<file path="config.mk">
export PLATFORM = sky130hd
export DESIGN_NAME = nv_ram_rwsp_gen
export DESIGN_NICKNAME = d
export VERILOG_FILES = /design/src/rtl/nv_ram_rwsp_gen.sv
export SDC_FILE = /design/constraint.sdc
export NUM_CORES = 1
export LEC_CHECK = 0
export ABC_AREA = 1
export ABC_CLOCK_PERIOD_IN_PS = 10100
export BUFFER_PORTS_ARGS = -buffer_cell sky130_fd_sc_hd__buf_2
export CORE_ASPECT_RATIO = 1.1
export CORE_MARGIN = 2
export CORE_UTILIZATION = 35
export CTS_BUF_LIST = sky130_fd_sc_hd__clkbuf_4 sky130_fd_sc_hd__clkbuf_8 sky130_fd_sc_hd__clkbuf_16
export DETAILED_ROUTE_END_ITERATION = 8
export GPL_TIMING_DRIVEN = 1
export REMOVE_ABC_BUFFERS = 1
export SLEW_MARGIN = 20
export SYNTH_ARGS = -nofsm -noshare
export SYNTH_HDL_FRONTEND = slang
export SYNTH_SLANG_ARGS = --single-unit
</file>
<file path="constraint.sdc">
create_clock -name clk -period 10.1 [get_ports clk]
set_clock_uncertainty 0.1 [all_clocks]
set_input_delay 1.01 -clock clk [delete_from_list [all_inputs] [get_ports clk]]
set_output_delay 1.01 -clock clk [all_outputs]
set_load 0.03 [all_outputs]
</file>
<file path="src/rtl/nv_ram_rwsp_gen.sv">
// rtl/nv_ram_rwsp_gen.sv - parametrised 1R1W register-file RAM with init sweep, bypass, sleep and sticky errors
module nv_ram_rwsp_gen #(
    parameter int DW         = 16,
    parameter int DEPTH      = 80,
    parameter int AW         = 7,
    parameter int MW         = 8,
    parameter bit BYPASS     = 1'b1,
    parameter bit INIT_CLEAR = 1'b1,
    localparam int NL        = DW / MW
) (
    input  logic          clk,
    input  logic          rstn,
    input  logic [AW-1:0] ra,
    input  logic          re,
    input  logic          ore,
    output logic [DW-1:0] dout,
    input  logic [AW-1:0] wa,
    input  logic          we,
    input  logic [NL-1:0] wmask,
    input  logic [DW-1:0] di,
    input  logic [31:0]   pwrbus_ram_pd,
    output logic          init_done,
    output logic          err_oor,
    output logic          err_busy,
    input  logic          err_clr
);

    typedef enum logic {ST_INIT, ST_READY} state_t;

    localparam state_t        RST_STATE = INIT_CLEAR ? ST_INIT : ST_READY;
    localparam logic [AW:0]   DEPTH_W   = (AW+1)'(DEPTH);
    localparam logic [AW-1:0] LAST      = AW'(DEPTH - 1);

    logic [DW-1:0] mem [DEPTH];
    state_t        state;
    logic [AW-1:0] cnt;
    logic [AW-1:0] ra_d;
    logic          sleep, ready, wa_ok, ra_ok, wr_en, byp_hit, set_oor, set_busy;
    logic [DW-1:0] rd_word, byp_word;
    logic          unused_pd;

    assign unused_pd = ^pwrbus_ram_pd[31:1];

    always_comb begin
        sleep    = pwrbus_ram_pd[0];
        ready    = (state == ST_READY);
        wa_ok    = ({1'b0, wa} < DEPTH_W);
        ra_ok    = ({1'b0, ra_d} < DEPTH_W);
        wr_en    = ready && !sleep && we && wa_ok;
        rd_word  = ra_ok ? mem[ra_d] : '0;
        // Forwarded word: written lanes from di, the rest from the pre-write array contents
        byp_hit  = BYPASS && wr_en && (wa == ra_d);
        byp_word = rd_word;
        for (int i = 0; i < NL; i++) begin
            if (wmask[i]) byp_word[i*MW +: MW] = di[i*MW +: MW];
        end
        set_oor  = ready && !sleep && ((we && !wa_ok) || (ore && !ra_ok));
        set_busy = (we || re) && (sleep || !ready);
    end

    // Array contents are deliberately not reset; the INIT sweep clears them
    always_ff @(posedge clk) begin
        if (rstn && !sleep) begin
            if (!ready) begin
                mem[cnt] <= '0;
            end else if (wr_en) begin
                for (int i = 0; i < NL; i++) begin
                    if (wmask[i]) mem[wa][i*MW +: MW] <= di[i*MW +: MW];
                end
            end
        end
    end

    always_ff @(posedge clk or negedge rstn) begin
        if (!rstn) begin
            state     <= RST_STATE;
            cnt       <= '0;
            ra_d      <= '0;
            dout      <= '0;
            init_done <= !INIT_CLEAR;
            err_oor   <= 1'b0;
            err_busy  <= 1'b0;
        end else begin
            init_done <= ready;
            err_oor   <= set_oor  | (err_oor  & ~err_clr);
            err_busy  <= set_busy | (err_busy & ~err_clr);
            if (!sleep) begin
                if (state == ST_INIT) begin
                    if (ore) dout <= '0;
                    if (cnt == LAST) state <= ST_READY;
                    else             cnt   <= cnt + 1'b1;
                end else begin
                    if (re)  ra_d <= ra;
                    if (ore) dout <= byp_hit ? byp_word : rd_word;
                end
            end
        end
    end

endmodule

</file>
==> results_tabular.tex, run 1 <==
\begin{tabular}{lr}
\hline
Metric & Value \\
\hline
\multicolumn{2}{l}{\textbf{Worst setup path}} \\
\quad Worst r2r src & ra\_d[0] \\
\quad Type of element capturing the critical path & flop \\
\quad Critical path peak fanout & approximately 210 \\
\quad Critical path startpoint category & flop \\
\quad CP Data Arrival Time & 5.40 ns \\
\quad Required @ worst endpoint & approximately 11 ns \\
\quad Crit path from & ra\_d[0] \\
\quad Cell depth of the worst flop-to-flop path & 15 \\
\quad Class of the most critical setup path & flop to flop \\
\multicolumn{2}{l}{\textbf{CTS}} \\
\quad Clock tree from TritonCTS & done \\
\quad CTS sink cnt & approximately 1300 \\
\quad Count of cells resized by post-cts repair & 0 \\
\quad Clock buffer count from CTS & $\sim$140 \\
\quad Quantity of hold-fixing buffers added after cts & 0 \\
\quad Cell chosen for the clock root & clkbuf\_16 \\
\quad Post-CTS setup buffers & 0 \\
\quad Register clock-pin slew on the reported worst setup and hold paths & 0.06 ns \\
\quad H-tree levels & 4 \\
\quad Max Buffers Root-to-Sink & 3 \\
\quad Clk Latency, worst-skew pair & approximately 0.74 ns \\
\multicolumn{2}{l}{\textbf{Global route}} \\
\quad All-layer global routing usage & 0.169 \\
\quad Antenna violations before repair & 2 \\
\quad Vias in the first global route & about 34000 \\
\quad First-pass GRT wire length & 209 mm \\
\quad Total global routing overflow & 0 \\
\quad Largest net degree at the start of global routing & 228 \\
\multicolumn{2}{l}{\textbf{Cells and area}} \\
\quad Fill cell count & $\sim$15000 \\
\quad Final Net Count & just over 5000 \\
\quad Most frequent standard cell in the layout excluding fill and tap cells & nand2\_1 \\
\quad Post-route insts no fill & around 7200 \\
\quad Layout cells sized above 1 & 0.0726 \\
\quad Area growth from synthesis to final layout & 12.0\% \\
\quad Highest-count cells in the layout ignoring fill and taps & nand2\_1 (1609), edfxtp\_1 (1280), nand3\_1 (799) \\
\quad Final design utilization & 0.394 \\
\multicolumn{2}{l}{\textbf{Floorplan}} \\
\quad Chip Height & around 420 um \\
\quad Core Footprint & roughly 160000 um\^{}2 \\
\quad Io pins & 89 \\
\quad Std-Cell Rows & approximately 150 \\
\quad Floorplan die area & $\sim$160000 um\^{}2 \\
\quad Die X & 383 um \\
\quad Initial cell density of the core & 0.352 \\
\multicolumn{2}{l}{\textbf{STA}} \\
\quad Relative slew slack & 0.217 \\
\quad Top achievable clock speed & between 200 and 250 MHz \\
\quad Total of endpoints with negative setup slack in the final report & 0 \\
\quad Fin. max-slew vios & 0 \\
\quad Worst-case setup margin in the final layout & around 5.3 ns \\
\quad Smallest hold slack & approximately 0.28 ns \\
\quad Clock period minus final worst setup slack & approximately 4.8 ns \\
\quad Share of the clock period used by the worst path after layout & 0.477 \\
\quad Worst Tran Pin Value & 1.17 ns \\
\quad Count of final hold-check violations & 0 \\
\quad Setup repair after global routing missed its margin & false \\
\multicolumn{2}{l}{\textbf{Synth}} \\
\quad Gate count after technology mapping & between 5000 and 6000 \\
\quad Distinct cell type count after synthesis & 31 \\
\quad Sequential share of the synthesized area & 0.709 \\
\quad Synthesis-stage register bit count & around 1300 \\
\quad Count of warnings emitted by yosys & 0 \\
\quad Combined area of all synthesized cells & between 50000 and 60000 um\^{}2 \\
\quad Average cell area after synthesis & 10.8 um\^{}2 \\
\multicolumn{2}{l}{\textbf{Outcome}} \\
\quad Outcome & finished clean \\
\multicolumn{2}{l}{\textbf{Place}} \\
\quad Placed Cells & approximately 7000 \\
\quad Port Buffer Count & 57 \\
\quad Worst slack at placement & 4.85 ns \\
\quad GPL Wtd Cong & roughly 0.86 \\
\quad HPWL Detailed & approximately 80 mm \\
\multicolumn{2}{l}{\textbf{Routing}} \\
\quad Final wirelength & between 100 and 150 mm \\
\quad Via count & around 36000 \\
\quad Post-detailed-route count of antenna-violating nets & 0 \\
\quad Ratio of routed vias to standard cells & between 4 and 5 \\
\quad Remaining routing DRC violations & 0 \\
\quad Number of search-and-repair iterations in the first detailed-routing pass & 6 \\
\quad Routed wirelength normalized by instance count & between 15 and 20 um \\
\quad DRC violation total after the first TritonRoute iteration & roughly 3400 \\
\multicolumn{2}{l}{\textbf{Power}} \\
\quad Power per unit of standard cell area & 260 nW/um\^{}2 \\
\quad Leak pwr & $\sim$0.023 uW \\
\quad Maximum vdd drop & 0.218 mV \\
\multicolumn{2}{l}{\textbf{Flow run}} \\
\quad Max-capacitance violation count & 0 \\
\multicolumn{2}{l}{\textbf{Min path}} \\
\quad Worst min-delay path category & input port to asynchronous set/reset pin \\
\hline
\end{tabular}
[sequential cells by signal, indices dropped and copies added, names as in the netlist]
| register | cells |
|---|---|
| dout | 16 |
| ra_d | 7 |
| mem | 1280 |
| err_oor | 1 |
| cnt | 7 |
| ready | 1 |
| err_busy | 1 |
| init_done | 1 |
[Yosys cell counts, drive strengths merged]
| master | instances | area (um^2) |
|---|---|---|
| edfxtp | 1280 | 38400 |
| o221ai | 1 | 8.76 |
| mux2 | 1 | 11.3 |
| clkbuf | 160 | 601 |
| o22ai | 11 | 68.8 |
| buf | 136 | 626 |
| o211ai | 49 | 368 |
| nor3 | 2 | 10.0 |
| inv | 353 | 1330 |
| dfrtp | 34 | 851 |
| o21bai | 1 | 7.51 |
| nor2 | 454 | 1830 |
| nand3 | 799 | 4000 |
| or2 | 4 | 25.0 |
| clkinv | 1 | 3.75 |
| ha | 1 | 12.5 |
| xor2 | 8 | 70.1 |
| xnor2 | 5 | 43.8 |
| a21oi | 43 | 215 |
| o21ai | 154 | 786 |
| nand4 | 3 | 18.8 |
| nand2 | 1613 | 6060 |
[worst paths after layout]
check	end	slack [ns]
max in group asynchronous	ra_d[3]	8.99
worst max register to register	dout[3]	5.29
worst max-delay path	dout[3]	5.29
worst min-delay path	err_oor	0.28
min in group clk	init_done	0.35
worst min register to register	init_done	0.35
[critical path, cell delays in order (launching register included)]
cell     delay (ns)
dfrtp_4        0.71
inv_8          0.68
buf_4          0.79
buf_12         0.58
nand2_1        0.11
nand3_1        0.11
nand3_1        0.13
nand2_1        0.12
nand2_1        0.08
nand3_1        0.18
nand3_1        0.09
nand2_1        0.18
nand2_1        0.17
nand2_1        0.13
nand2_1        0.06
nand2_1        0.07
[kinds of logic after synthesis]
kind of cell	count (synthesis)	synth area share
AND/OR/NAND/NOR	2875	0.216
adder cells (fa/ha/maj)	1	0.000226
buffers and inverters	650	0.0461
XOR/XNOR	13	0.00206
multiplexers	1	0.000203
AO/OA/AOI/OAI	259	0.0263
flip-flops	1314	0.709
[where the power goes]
group | switching [uW] | internal [uW] | total, uW
Clock | 2030 | 2910 | 4940
Combinational | 3630 | 1320 | 4950
Sequential | 184 | 6030 | 6220
[through the flow]
stage	instance area (um^2)	total power (uW)	TNS [ns]
after floorplan	54200	10100	-298.18
after global placement	57600	11200	0
after detailed placement	57600	11200	0
after CTS	62000	16200	0
after global routing	62000	16900	0
final	62000	16100	0
[area by class of cell]
class	instances	area (um^2)	area share
clock inverter	48	377	0.00607
antenna	1	2.50	0.0000404
multi-input combinational	3149	13700	0.220
timing repair buffer	97	661	0.0107
tap	2092	2620	0.0422
sequential	1314	39300	0.634
inverter	354	1350	0.0218
clock buffer	193	4040	0.0651
[layer usage]
metal  global-route usage  wire (um)  up-vias
met3               0.0267       8600      230
met5                    0          9        -
met1                0.235      60900    17163
met4               0.0641       4620        2
li1                     -          -    17174
met2                0.264      64000     1125
Note: power is estimated with default switching activity, not from simulation.
==> run 2, diff against run 1 <==
--- a/config.mk
+++ b/config.mk
@@ -6,7 +6,7 @@
 export NUM_CORES = 1
 export LEC_CHECK = 0
 export ABC_AREA = 1
-export ABC_CLOCK_PERIOD_IN_PS = 10100
+export ABC_CLOCK_PERIOD_IN_PS = 4200
 export BUFFER_PORTS_ARGS = -buffer_cell sky130_fd_sc_hd__buf_2
 export CORE_ASPECT_RATIO = 1.1
 export CORE_MARGIN = 2
==> constraint.sdc (replaced) <==
create_clock -name clk -period 4.2 [get_ports clk]
set_clock_uncertainty 0.1 [all_clocks]
set_input_delay 0.42 -clock clk [delete_from_list [all_inputs] [get_ports clk]]
set_output_delay 0.42 -clock clk [all_outputs]
set_load 0.03 [all_outputs]
==> results_tabular.tex, run 2 (synthesis results as in run 1) <==
\begin{tabular}{lr}
\hline
Metric & Value \\
\hline
\multicolumn{2}{l}{\textbf{Outcome}} \\
\quad Outcome & finished clean \\
\multicolumn{2}{l}{\textbf{Floorplan}} \\
\quad Std-Cell Rows & $\sim$150 \\
\quad Floorplan die area & $\sim$160000 um\^{}2 \\
\quad Core Footprint & roughly 160000 um\^{}2 \\
\quad Io pins & between 80 and 90 \\
\quad Chip Height & $\sim$420 um \\
\quad Die X & between 300 and 400 um \\
\quad Initial cell density of the core & 0.352 \\
\multicolumn{2}{l}{\textbf{Place}} \\
\quad Port Buffer Count & 57 \\
\quad HPWL Detailed & 87.4 mm \\
\quad GPL Wtd Cong & $\sim$0.95 \\
\multicolumn{2}{l}{\textbf{Worst setup path}} \\
\quad Type of element capturing the critical path & flop \\
\quad Critical path startpoint category & flop \\
\quad CP Data Arrival Time & between 3 and 4 ns \\
\quad Worst stage delay on the critical path & 0.61 ns \\
\quad Class of the most critical setup path & flop to flop \\
\quad Required @ worst endpoint & about 4.7 ns \\
\quad Critical path peak fanout & 99 \\
\quad Cell with the biggest individual delay on the critical path & dfrtp\_4 \\
\quad Cell-by-cell listing of the critical path & inv\_8 -> buf\_12 -> nand2\_1 -> nand3\_1 -> nand3\_1 -> nand3\_1 -> nand2\_1 -> nand2\_1 -> nand2\_1 -> nor2\_1 -> nand2\_1 -> nand2\_1 -> nand2\_1 -> nand2\_1 -> nand2\_1 \\
\quad Library cell appearing most often on the critical path & nand2\_1 \\
\multicolumn{2}{l}{\textbf{Cells and area}} \\
\quad Highest-count cells in the layout ignoring fill and taps & nand2\_1 (1609), edfxtp\_1 (1280), nand3\_1 (799) \\
\quad Top Registers & mem x1280, dout x16 \\
\quad Area growth from synthesis to final layout & 16.2\% \\
\quad Layout cells sized above 1 & 0.107 \\
\quad Most frequent standard cell in the layout excluding fill and tap cells & nand2\_1 \\
\quad Fill cell count & roughly 15000 \\
\quad Register with the most flip-flops & mem \\
\quad Flip-flop count of the largest register, all copies and words added & roughly 1300 \\
\quad Final Net Count & roughly 5400 \\
\multicolumn{2}{l}{\textbf{CTS}} \\
\quad Cell chosen for the clock root & clkbuf\_16 \\
\quad Clock tree from TritonCTS & done \\
\quad Clock buffer count from CTS & between 100 and 150 \\
\quad Register clock-pin slew on the reported worst setup and hold paths & about 0.060 ns \\
\quad Count of cells resized by post-cts repair & 0 \\
\quad Clk Latency, worst-skew pair & 0.74 ns \\
\quad H-tree levels & 4 \\
\quad CTS sink cnt & approximately 1300 \\
\quad Max Buffers Root-to-Sink & 3 \\
\multicolumn{2}{l}{\textbf{Routing}} \\
\quad Post-detailed-route count of antenna-violating nets & 0 \\
\quad Final wirelength & around 140 mm \\
\quad Via count & roughly 37000 \\
\quad Number of search-and-repair iterations in the first detailed-routing pass & 6 \\
\quad Remaining routing DRC violations & 0 \\
\quad Ratio of routed vias to standard cells & 4.94 \\
\quad DRC violation total after the first TritonRoute iteration & 4177 \\
\quad Routed wirelength normalized by instance count & $\sim$19 um \\
\multicolumn{2}{l}{\textbf{Power}} \\
\quad Maximum vdd drop & 0.443 mV \\
\quad Leak pwr & about 0.025 uW \\
\quad Pwr Total & roughly 40000 uW \\
\quad Power per unit of standard cell area & between 600 and 700 nW/um\^{}2 \\
\multicolumn{2}{l}{\textbf{Min path}} \\
\quad Worst min-delay path category & input port to flop \\
\multicolumn{2}{l}{\textbf{STA}} \\
\quad Aggregate negative setup slack & 0 ns \\
\quad Setup repair after global routing missed its margin & false \\
\quad Top achievable clock speed & a little under 300 MHz \\
\quad Count of final hold-check violations & 0 \\
\quad Share of the clock period used by the worst path after layout & 0.824 \\
\quad Relative slew slack & 0.220 \\
\quad Fin. max-slew vios & 0 \\
\quad Clock period minus final worst setup slack & between 3 and 4 ns \\
\quad Worst Tran Pin Value & between 1 and 1.5 ns \\
\quad Total of endpoints with negative setup slack in the final report & 0 \\
\multicolumn{2}{l}{\textbf{Global route}} \\
\quad Antenna violations before repair & 1 \\
\quad Total global routing overflow & 0 \\
\quad First-pass GRT wire length & $\sim$220 mm \\
\quad All-layer global routing usage & 0.174 \\
\quad Vias in the first global route & between 30000 and 40000 \\
\quad Largest net degree at the start of global routing & 147 \\
\multicolumn{2}{l}{\textbf{Flow run}} \\
\quad Max-capacitance violation count & 0 \\
\hline
\end{tabular}
-- run 2: metal layers --
metal | up-vias | GRT usage | wire length [um]
li1 | 17642 | - | -
met1 | 17974 | 0.241 | 61900
met2 | 1185 | 0.283 | 68100
met3 | 179 | 0.0303 | 9820
met4 | 2 | 0.0455 | 2760
met5 | - | 0.00478 | 107
-- run 2: layout make-up --
cell class              count  area, um^2  area share
clock buffers             182        3940      0.0612
diodes                      1        2.50   0.0000389
multi-input cells        3149       13700       0.212
flip-flops and latches   1314       39300       0.611
inverters                 354        1350      0.0210
repair buffers            327        2920      0.0453
clock inverters            67         579     0.00900
well taps                2092        2620      0.0407
-- run 2: power breakdown --
group	leakage, uW	switching (uW)	internal, uW
clock network	0.00226	4910	7160
registers	0.0126	239	14500
logic	0.00994	9250	3570
-- run 2: final timing paths --
path | startpoint | endpoint | slack (ns) | depth (start not counted)
worst max-delay path | ra_d[0] | dout[1] | 0.74 | 15
worst min-delay path | ore | dout[5] | 0.20 | 5
worst max register to register | ra_d[0] | dout[1] | 0.74 | 15
worst min register to register | ready | init_done | 0.33 | 0
max in group asynchronous | rstn | cnt[5] | 3.26 | 3
min in group asynchronous | rstn | cnt[2] | 0.24 | 3
-- run 2: metrics by stage --
stage	util	hold WS, ns	std cells	instance area (um^2)	setup slack (ns)
floorplan	-	0.0244	4817	54200	-23.47
global placement	0.378	0.165	7204	59500	0.643
detailed placement	0.378	0.168	7204	59500	0.608
CTS	0.408	0.160	7484	64400	0.775
global route	0.409	0.245	7486	64400	0.437
finish	0.409	0.199	7486	64400	0.739
-- run 2: timing repair --
item	4_1_cts	5_1_grt
setup buffers	0	0
hold endpoints to repair	60	0
hold buffers	31	0
-- run 2: worst max-delay path: cells and delay by family (launching register included) --
family	cells	cell delay, ns
AND/OR/NAND/NOR	13	1.69
buffers and inverters	2	0.83
flip-flops	1	0.61
